## config.mk

```make
export PLATFORM = sky130hd
export DESIGN_NAME = mul_bcd_display
export DESIGN_NICKNAME = d
export VERILOG_FILES = /design/src/rtl/mul_bcd_display_pkg.sv /design/src/rtl/mul_bcd_display_seg7_decode.sv /design/src/rtl/mul_bcd_display.sv
export SDC_FILE = /design/constraint.sdc
export NUM_CORES = 1
export LEC_CHECK = 0
export BUFFER_PORTS_ARGS = -buffer_cell sky130_fd_sc_hd__buf_2
export CORE_MARGIN = 1.5
export CORE_UTILIZATION = 35
export CTS_CLUSTER_SIZE = 40
export DETAILED_ROUTE_END_ITERATION = 7
export PLACE_DENSITY = 0.59
export SYNTH_ARGS = -nofsm -noshare
export SYNTH_HDL_FRONTEND = slang
export SYNTH_SLANG_ARGS = --single-unit
```

## constraint.sdc

```tcl
create_clock -name clk -period 2.6 [get_ports clk]
set_input_delay 0.52 -clock clk [delete_from_list [all_inputs] [get_ports clk]]
set_output_delay 0.52 -clock clk [all_outputs]
set_load 0.02 [all_outputs]
```

## src/rtl/mul_bcd_display_pkg.sv

```systemverilog
// Shared constants for the BCD converter/display: FSM encoding, digit width,
// blank segment pattern and the digit-to-segment lookup.
package mul_bcd_display_pkg;

  localparam logic [0:0] ST_IDLE = 1'b0;
  localparam logic [0:0] ST_CONV = 1'b1;

  localparam int BCD_W = 4;

  localparam logic [6:0] SEG_BLANK = 7'b1111111;

  // Active-low {g,f,e,d,c,b,a}; non-decimal codes show nothing.
  function automatic logic [6:0] seg_of_digit(input logic [BCD_W-1:0] digit);
    logic [6:0] code;
    case (digit)
      4'd0:    code = 7'b1000000;
      4'd1:    code = 7'b1111001;
      4'd2:    code = 7'b0100100;
      4'd3:    code = 7'b0110000;
      4'd4:    code = 7'b0011001;
      4'd5:    code = 7'b0010010;
      4'd6:    code = 7'b0000010;
      4'd7:    code = 7'b1111000;
      4'd8:    code = 7'b0000000;
      4'd9:    code = 7'b0010000;
      default: code = SEG_BLANK;
    endcase
    return code;
  endfunction

endpackage

```

## src/rtl/mul_bcd_display_seg7_decode.sv

```systemverilog
// Combinational BCD digit to active-low 7-segment decoder with a blank override.
module seg7_decode
  import mul_bcd_display_pkg::*;
(
  input  logic [BCD_W-1:0] digit,
  input  logic             blank,
  output logic [6:0]       seg
);

  always_comb begin
    seg = blank ? SEG_BLANK : seg_of_digit(digit);
  end

endmodule

```

## src/rtl/mul_bcd_display.sv

```systemverilog
// Accepts an 8-bit product, converts it to BCD with a sequential double-dabble
// engine, and scans the digits onto a 4-digit common-anode 7-segment display.
module mul_bcd_display
  import mul_bcd_display_pkg::*;
#(
  parameter int P_W      = 8,
  parameter int SCAN_DIV = 100000
) (
  input  logic              clk,
  input  logic              rst,
  input  logic              in_valid,
  output logic              in_ready,
  input  logic [P_W-1:0]    p,
  output logic              out_valid,
  output logic [3*BCD_W-1:0] bcd,
  output logic [3:0]        an,
  output logic [6:0]        seg,
  output logic              dp
);

  localparam int CNT_W = (SCAN_DIV > 2) ? $clog2(SCAN_DIV) : 1;

  logic [0:0]          state_q, state_d;
  logic [P_W-1:0]      shreg_q, shreg_d;
  logic [3*BCD_W-1:0]  work_q, work_d;
  logic [2:0]          bit_cnt_q, bit_cnt_d;
  logic [3*BCD_W-1:0]  bcd_q, bcd_d;
  logic                out_valid_q, out_valid_d;

  logic [CNT_W-1:0]    scan_cnt_q, scan_cnt_d;
  logic [1:0]          digit_idx_q, digit_idx_d;
  logic [3:0]          an_q, an_d;
  logic [6:0]          seg_q, seg_d;

  logic [3*BCD_W-1:0]  adj;
  logic [3*BCD_W+P_W-1:0] conv_next;
  logic                conv_msb_unused;
  logic                scan_wrap;
  logic [BCD_W-1:0]    dec_digit;
  logic                dec_blank;
  logic [6:0]          dec_seg;

  // Add-3 correction on every digit in parallel, then shift the whole chain.
  always_comb begin
    for (int i = 0; i < 3; i++) begin
      adj[i*BCD_W +: BCD_W] = (work_q[i*BCD_W +: BCD_W] >= 4'd5)
                              ? work_q[i*BCD_W +: BCD_W] + 4'd3
                              : work_q[i*BCD_W +: BCD_W];
    end
    {conv_msb_unused, conv_next} = {adj, shreg_q, 1'b0};
  end

  always_comb begin
    state_d     = state_q;
    shreg_d     = shreg_q;
    work_d      = work_q;
    bit_cnt_d   = bit_cnt_q;
    bcd_d       = bcd_q;
    out_valid_d = 1'b0;
    case (state_q)
      ST_IDLE: begin
        if (in_valid) begin
          shreg_d   = p;
          work_d    = '0;
          bit_cnt_d = 3'd0;
          state_d   = ST_CONV;
        end
      end
      default: begin
        {work_d, shreg_d} = conv_next;
        bit_cnt_d         = bit_cnt_q + 3'd1;
        if (bit_cnt_q == 3'd7) begin
          bcd_d       = conv_next[3*BCD_W+P_W-1 -: 3*BCD_W];
          out_valid_d = 1'b1;
          state_d     = ST_IDLE;
        end
      end
    endcase
  end

  assign scan_wrap = (scan_cnt_q == CNT_W'(SCAN_DIV - 1));

  always_comb begin
    dec_digit = bcd_q[BCD_W-1:0];
    dec_blank = 1'b0;
    case (digit_idx_q)
      2'd1: begin
        dec_digit = bcd_q[2*BCD_W-1:BCD_W];
        dec_blank = (bcd_q[3*BCD_W-1:BCD_W] == '0);
      end
      2'd2: begin
        dec_digit = bcd_q[3*BCD_W-1:2*BCD_W];
        dec_blank = (bcd_q[3*BCD_W-1:2*BCD_W] == '0);
      end
      default: ;
    endcase
  end

  seg7_decode u_seg7_decode (
    .digit (dec_digit),
    .blank (dec_blank),
    .seg   (dec_seg)
  );

  // The slot shown at a wrap is the current index; the index then advances.
  always_comb begin
    scan_cnt_d  = scan_wrap ? '0 : scan_cnt_q + CNT_W'(1);
    digit_idx_d = digit_idx_q;
    an_d        = an_q;
    seg_d       = seg_q;
    if (scan_wrap) begin
      digit_idx_d = (digit_idx_q == 2'd2) ? 2'd0 : digit_idx_q + 2'd1;
      seg_d       = dec_seg;
      case (digit_idx_q)
        2'd1:    an_d = 4'b1101;
        2'd2:    an_d = 4'b1011;
        default: an_d = 4'b1110;
      endcase
    end
  end

  always_ff @(posedge clk) begin
    if (rst) begin
      state_q     <= ST_IDLE;
      shreg_q     <= '0;
      work_q      <= '0;
      bit_cnt_q   <= 3'd0;
      bcd_q       <= '0;
      out_valid_q <= 1'b0;
      scan_cnt_q  <= '0;
      digit_idx_q <= 2'd0;
      an_q        <= 4'b1111;
      seg_q       <= SEG_BLANK;
    end else begin
      state_q     <= state_d;
      shreg_q     <= shreg_d;
      work_q      <= work_d;
      bit_cnt_q   <= bit_cnt_d;
      bcd_q       <= bcd_d;
      out_valid_q <= out_valid_d;
      scan_cnt_q  <= scan_cnt_d;
      digit_idx_q <= digit_idx_d;
      an_q        <= an_d;
      seg_q       <= seg_d;
    end
  end

  assign in_ready  = (state_q == ST_IDLE);
  assign out_valid = out_valid_q;
  assign bcd       = bcd_q;
  assign an        = an_q;
  assign seg       = seg_q;
  assign dp        = 1'b1;

endmodule

```

* After elaboration in Yosys (flattened, before gate mapping)
Memories as Yosys holds them, arrays and structs flattened. Cells that the tools add are included.
Word-level totals: register bits 67, ROM bits 112, bits of input ports 11, output and inout port bits 26, word-level logic and storage cells 51, memories 1
Memories:
- (no name shown) | depth 16, bits a word 7, rd ports 1, clocked after Yosys merged registers in 0, wr ports 0, line mul_bcd_display_pkg.sv:15 | case (digit)
Operators by class: $add $sub $neg 6, order comparisons 3, equal/unequal tests 4, muxes and demuxes 18, bitwise operators 1, reductions and logical operators 7
Operator list (count):
- $mux W12 | 2
- $add A17 B1 Y17 const B | 1
- $eq A17 B17 Y1 const B | 1
- $mux W8 | 2
- $ge A4 B3 Y1 const B | 3
- $mux W3 | 3
- $add A4 B2 Y4 const B | 2
- $logic_not A8 Y1 | 1
- $mux W4 | 2
- $pmux W4 S2 | 1
- $mux W7 | 1
- $pmux W3 S2 | 1
- $reduce_or A2 Y1 | 3
- $logic_not A4 Y1 | 1
- $mux W1 | 4
- $add A3 B1 Y3 const B | 1
- $add A3 B2 Y3 const B | 1
- $eq A3 B3 Y1 const B | 1
- $add A2 B1 Y2 const B | 1
- $eq A2 B1 Y1 const B | 1
- $eq A2 B2 Y1 const B | 1
- $mux W2 | 1
- $pmux W1 S2 | 1
- $reduce_and A2 Y1 | 1
- 2 further kinds | 2

* Depth between registers and ports, before layout
Gate-level depths: netlist (run 1). An unclocked memory read counts as a cell.
depth after elaboration 4, gate-level depth with buffers 9, gate-level depth less buffers 8

* Hierarchy
From an unflattened synthesis (run 1), not the netlist that was laid out.
Unflattened totals: cells, all modules 382, area total of the unflattened synthesis 3253.1 um2
Modules (own cells, without submodules):
- mul_bcd_display | times used 1, cells each 349, area an instance 3017.9 um2, sequential area each 1321.3 um2
- seg7_decode | times used 1, cells each 33, area an instance 235.2 um2, sequential area each 0.0 um2

* Least setup slack after synthesis (run 1)
OpenSTA, ideal clock, no wires.
kind register -> register, from register digit_idx_q[0], to register seg_q[1] (netlist: seg[1]), setup time 70 ps, arrival 1817 ps, data required time 2530 ps, setup slack 713 ps, stages on the path, launching flop included 9, path through dfxtp_1 > inv_1 > ha_1 > buf_2 > nor2_1 > a21oi_1 > ha_1 > or2_2 > a21oi_1
On the way: word-level cells in the longest chain between the ends 4
RTL lines:
- from (decl) | line mul_bcd_display.sv:31 | logic [1:0] digit_idx_q, digit_idx_d;
- from (signal assigned) | line mul_bcd_display.sv:142 | digit_idx_q <= digit_idx_d;
- $eq A2 B2 Y1 / $eq A2 B1 Y1 (equally long branches) | line mul_bcd_display.sv:86 | case (digit_idx_q)
- $pmux W4 S2 | line mul_bcd_display.sv:86
- $mem_v2 Z16 W7
- $mux W7 * | line mul_bcd_display_seg7_decode.sv:11 | seg = blank ? SEG_BLANK : seg_of_digit(digit);
- to (signal assigned) | line mul_bcd_display.sv:144 | seg_q <= seg_d;
- to (decl) | line mul_bcd_display.sv:33 | logic [6:0] seg_q, seg_d;
Mark *: on every way between the ends. The rest lies on a longest branch, timed or not. A chain may end at the register's enable or synchronous reset.

* Final worst setup path (run 1)
Ends and elaborated chain as after synthesis.

==> out/metrics.cfg, run 1 <==
[outcome]
status = finished clean

[cts]
insertion_delay_ps = 340
postCtsSetupBuffers = 0
cts.sinks = 66
cts_hold_buf = 0
path_clk_slew_ps = 80
clk_path_buf_depth = 2
cts_tree = yes
cts_resized = 0
root_buffer = clkbuf_8
htreeDepth = 3
cts_buffers = 9

[synth]
synthCells = 355
synth_edf_count = 0
synthArstFlopShare_pct = 0
synth_seq_area_share_pct = 42.8
ys_ff_latch = 66
synth_top_flop_cell = dfxtp_1
synth_area_per_cell_um2 = 8.69
ys_types = 40
syn-cell-area_um2 = 3090
yosysWarnings = 0

[die]
rows = 34
pin_count = 37
dieWidth_um = 96.9
start_util_pct = 35.7
core_um2 = 8640
dieHeight_um = 96.9
die_area_um2 = 9390

[placed_design]
dpl_cell_area_um2 = 3340
dp.final_hpwl_um = 4280
pre_cts_ws_ps = 485
placed_cells = 484
portBuffers = 34
finalWeightedCongestion = 0.836

[finish]
nFillCells = 891
nets = 414
post-route-util_pct = 41.0
stdcell_area_um2 = 3540
area_growth_syn_to_layout_pct = 14.8
layout_common_cells = 66 x dfxtp_1, 56 x nor2_1, 43 x a21oi_1
diodes = 0
drive_gt1_share_pct = 16.1
final_cell_count_no_fill = 500
layout_commonest_cell = dfxtp_1
seqCellArea_um2 = 1320
multi_input_area_um2 = 1640

[worst_setup_path]
crit_chain = inv_1, ha_1, nor2_1, a21oi_1, ha_1, or2_2, a21oi_1
cp.arrival_ps = 2390
crit_buf_inv = 1
crit_type = register to register
crit_fanout = 8
crit_required_ps = 2880
start_kind = register
max_stage_delay_ps = 500
cp_top_family = adder cells
cp_slowest_cell = ha_1
cp-end-kind = register

[drt]
drt-wirelength-per-cell_um = 12.2
vias = 2439
drt-initial-drc-count = 60
routed_wl_um = 6080
drc = 0
drt-pass1-iter-count = 4
ant_nets = 0
vias_per_cell = 4.88

[global_routing]
first_global_vias = 2218
grt_usage_pct = 13.3
grt_start_max_net_pins = 29
grt_pass1_wl_um = 10400
overflow = 0
antenna_found_initial = 0

[power_and_ir_drop]
power_mw = 2.00
peakVddDrop_mv = 0.308
intPower_mw = 1.53
share_comb_of_total_power_pct = 4.4
power.switching_mw = 0.478
p_sw_share_pct = 23.8
p_per_area_nw_per_um2 = 565
p_leak_nw = 1.37
seq_power_share_pct = 51.6
pwr-share-clk_pct = 44.0

[timing]
slew_violations = 0
setup_viol = 0
rsz0062_at_grt = false
post-route-min-period_ps = 2110
relSlewSlack_pct = 40.0
tightest_slew_ps = 900
timing.final.ws_setup_ps = 492
fmax_mhz = 474
hold_viol_final = 0
hold-worst-slack_ps = 444
tns_ps = 0
finalClockSkew_ps = 14.1
fin_crit_sh_pct = 81.1

[run]
drv_cap = 0

[worst_hold_path]
hold_path.class = register to register

[Yosys cell counts, drive strengths merged, types with 3 or more instances]
cell type  number  share of area, %
xnor2          11               3.1
nand3           9               1.5
a22o            9               2.6
nand2b          6               1.2
nand4           6               1.4
clkbuf         10               1.2
ha             16               6.5
or2             4              0.89
nor3b          10               2.4
mux2i          14               4.9
o21ai          15               2.4
nand2          16               1.9
xor2            4               1.1
a21oi          43               7.0
inv            14               1.7
nor3           11               2.1
buf             7               1.3
dfxtp          66                43
and3            3              0.61
or3             5               1.0
nor2           56               6.8
[cell families after synthesis]
kind of cell               Yosys count  synth area share, %
adders and majority gates           16                 6.49
and+or+nand+nor                    135                 22.9
AOI/OAI and AO/OA                   76                 14.2
muxes                               14                 4.95
other                                1                0.122
DFF                                 66                 42.8
xor gates and xnor gates            15                 4.26
buffers and inverters               32                 4.30
[layer usage]
| metal | routed length (um) | track usage (%) |
|---|---|---|
| met1 | 3130 | 18.1 |
| met2 | 2650 | 20.0 |
| met3 | 248 | 4.05 |
| met4 | 45 | 4.91 |
| met5 | 0 | 0 |
[power by group through the flow]
stage                     Combinational [mW]  Clock, mW  Sequential (mW)
after CTS                             0.0905      0.913             1.03
after global routing                   0.101      0.948             1.04
after detailed placement              0.0900          0             1.06
final                                 0.0890      0.881             1.03
after global placement                0.0882          0             1.06
after floorplan                       0.0709          0             1.05
[path summary, 6_finish.rpt]
kind                            cells after the start       endpoint  slack (ps)           start
worst max-delay path                                7         seg[1]         490  digit_idx_q[0]
worst max register to register                      7         seg[1]         490  digit_idx_q[0]
worst min-delay path                                1  scan_cnt_q[0]         440   scan_cnt_q[0]
worst min register to register                      1  scan_cnt_q[0]         440   scan_cnt_q[0]
[final cells by class]
cell class              count  share of cell area (%)
multi-input cells         258                    46.2
repair buffers             37                    5.44
inverters                  15                    1.59
clock inverters             6                    1.84
clock buffers              10                    3.88
flip-flops and latches     66                    37.3
well taps                 108                    3.81
[registers in the layout, summed over array words and instances, names as in the netlist]
name / count
shreg_q: 8
out_valid: 1
work_q: 12
bit_cnt_q: 3
bcd: 12
an: 3
scan_cnt_q: 17
seg: 7
digit_idx_q: 2
state_q: 1
Power figures use the tool's default switching activity.
==> inputs of run 2 (changes only) <==
--- a/config.mk
+++ b/config.mk
@@ -10,7 +10,7 @@
 export CORE_UTILIZATION = 35
 export CTS_CLUSTER_SIZE = 40
 export DETAILED_ROUTE_END_ITERATION = 7
-export PLACE_DENSITY = 0.59
+export PLACE_DENSITY = 0.6
 export SYNTH_ARGS = -nofsm -noshare
 export SYNTH_HDL_FRONTEND = slang
 export SYNTH_SLANG_ARGS = --single-unit
==> constraint.sdc (replaced) <==
create_clock -name clk -period 1.7 [get_ports clk]
set_input_delay 0.34 -clock clk [delete_from_list [all_inputs] [get_ports clk]]
set_output_delay 0.34 -clock clk [all_outputs]
set_load 0.02 [all_outputs]
==> run 2 against run 1 <==
- the flow now finishes with violations (negative setup slack)
- largest cell class unchanged
- critical path type unchanged
- combinational power grew 65%
- worst setup slack got worse by 570 ps
- global-route usage is 1.8 points higher
- critical endpoint is now seg[5]
- non-clock buffer count increased by 28
- clock power is 52% higher
- critical path depth up 2
- routed wire length grew 11%
- via count rose by 7.6%
==> out/metrics.cfg, run 2 (synthesized netlist as in run 1, its figures left out) <==
[global_routing]
overflow = 0  ; unchanged
grt_usage_pct = 15.1  ; was 13.3%
grt_pass1_wl_um = 11900  ; was 10400 um
grt_busiest_layer = met2  ; unchanged
grt_start_max_net_pins = 23  ; was 29
antenna_found_initial = 0  ; unchanged
met3_usage_pct = 3.97  ; was 4.05%
first_global_vias = 2561  ; was 2218
use_met2_pct = 23.9  ; was 20.0%
met1_usage_pct = 19.6  ; was 18.1%

[die]
core_um2 = 8640  ; unchanged
dieWidth_um = 96.9  ; unchanged
rows = 34  ; unchanged
start_util_pct = 35.7  ; unchanged
pin_count = 37  ; unchanged
dieHeight_um = 96.9  ; unchanged
die_area_um2 = 9390  ; unchanged

[finish]
diodes = 0  ; unchanged
drive_gt1_share_pct = 29.0  ; was 16.1%
nFillCells = 841  ; was 891
layout_commonest_cell = dfxtp_1  ; unchanged
seqCellArea_um2 = 1330  ; was 1320 um^2
multi_input_area_um2 = 1760  ; was 1640 um^2
layout_common_cells = 61 x dfxtp_1, 54 x nor2_1, 37 x a21oi_1  ; was 66 x dfxtp_1, 56 x nor2_1, 43 x a21oi_1
largest_reg_flops = 17  ; unchanged
nets = 442  ; was 414
area_growth_syn_to_layout_pct = 26.5  ; was 14.8%
max_flop_register = scan_cnt_q  ; unchanged

[cts]
cts_tree = yes  ; unchanged
htreeDepth = 3  ; unchanged
cts.sinks = 66  ; unchanged
path_clk_slew_ps = 80  ; about the same
root_buffer = clkbuf_8  ; unchanged
cts_buffers = 9  ; unchanged
clk_path_buf_depth = 2  ; unchanged
cts_hold_buf = 0  ; unchanged
insertion_delay_ps = 340  ; about the same

[outcome]
status = finished, violations left  ; was finished clean
violations = negative setup slack

[drt]
routed_wl_um = 6750  ; was 6080 um
drt-pass1-iter-count = 4  ; unchanged
drt-initial-drc-count = 64  ; was 60
drt-wirelength-per-cell_um = 12.8  ; was 12.2 um
drc = 0  ; unchanged
ant_nets = 0  ; unchanged
vias = 2624  ; was 2439
vias_per_cell = 4.97  ; was 4.88

[worst_hold_path]
hold_start = rst  ; was scan_cnt_q[0]
hold_depth = 2  ; was 1
hold_path.class = input pin to register  ; was register to register
whs_endpoint = work_q[4]  ; was scan_cnt_q[0]

[timing]
hold_viol_final = 0  ; unchanged
fin_crit_sh_pct = 105  ; was 81.1%
fmax_mhz = 561  ; was 474 MHz
slew_violations = 0  ; unchanged
post-route-min-period_ps = 1780  ; was 2110 ps
setup_viol = 7  ; was 0
rsz0062_at_grt = true  ; was false
finalClockSkew_ps = 13.5  ; was 14.1 ps
timing.final.ws_setup_ps = -81.9  ; was 492 ps

[worst_setup_path]
cp.arrival_ps = 2000  ; was 2390 ps
r2r_cells = 9  ; was 7
crit_fanout = 8  ; unchanged
crit_required_ps = 1920  ; was 2880 ps
start_kind = register  ; unchanged
cp-end-kind = register  ; unchanged
r2r_slack_ps = -80  ; was 490 ps
timing.rr.start = digit_idx_q[0]  ; unchanged
crit_type = register to register  ; unchanged
timing.rr.end = seg[5]  ; was seg[1]

[power_and_ir_drop]
p_leak_nw = 1.52  ; was 1.37 nW
p_per_area_nw_per_um2 = 786  ; was 565 nW/um^2
peakVddDrop_mv = 0.428  ; was 0.308 mV
power_mw = 3.07  ; was 2.00 mW

[placed_design]
finalWeightedCongestion = 0.845  ; was 0.836
portBuffers = 34  ; unchanged
pre_cts_ws_ps = -32.3  ; was 485 ps
dp.final_hpwl_um = 4690  ; was 4280 um

[run]
drv_cap = 0  ; unchanged

-- run 2: per-stage QoR --
step                instances  util (%)  hold slack [ps]  area (um^2)  TNS [ps]
floorplan                 356         -              413         3120         0
global placement          503      40.6              464         3510         0
detailed placement        503      40.6              478         3510      -102
CTS                       523      43.9              284         3790      -171
global route              528      45.2              309         3900     -1010
finish                    528      45.2              294         3900      -391
-- run 2: per-layer routing --
layer	wire length [um]	share of wire (%)
met1	3260	48
met5	0	0
met2	3050	45
met3	307	4.6
met4	123	1.8
-- run 2: power by group --
group | total [mW] | leakage, nW | internal (mW) | switching [mW]
clock network | 1.34 | 0.103 | 0.719 | 0.616
registers | 1.59 | 0.536 | 1.57 | 0.0183
logic | 0.147 | 0.883 | 0.0572 | 0.0895
total | 3.07 | 1.52 | 2.35 | 0.724
-- run 2: final cells by class --
class	count	area share [%]
well taps	108	3.46
repair buffers	65	10.9
clock inverters	6	1.67
inverters	15	1.44
flip-flops and latches	66	34.0
clock buffers	10	3.53
multi-input cells	258	45.0
-- run 2: worst max-delay path: stages, from the launching register on --
cell	delay, ps
dfxtp_2	360
inv_2	60
ha_4	360
buf_12	130
mux2i_4	220
buf_4	140
buf_6	110
nand3_1	80
o211ai_1	100
a21oi_1	90
-- run 2: worst max path at each step --
stage	startpoint	to	slack (ps)
after floorplan	digit_idx_q[1]	seg[0]	7
after global placement	digit_idx_q[1]	seg[1]	10
after detailed placement	digit_idx_q[1]	seg[0]	-30
after CTS	digit_idx_q[1]	seg[0]	-40
after global routing	digit_idx_q[0]	seg[3]	-160
final	digit_idx_q[0]	seg[5]	-80
-- run 2: repair_timing --
item	in CTS	in global routing
pin swaps	5	14
setup endpoints to repair	7	16
setup buffers	4	4
resized for setup	9	21
gates cloned	0	1
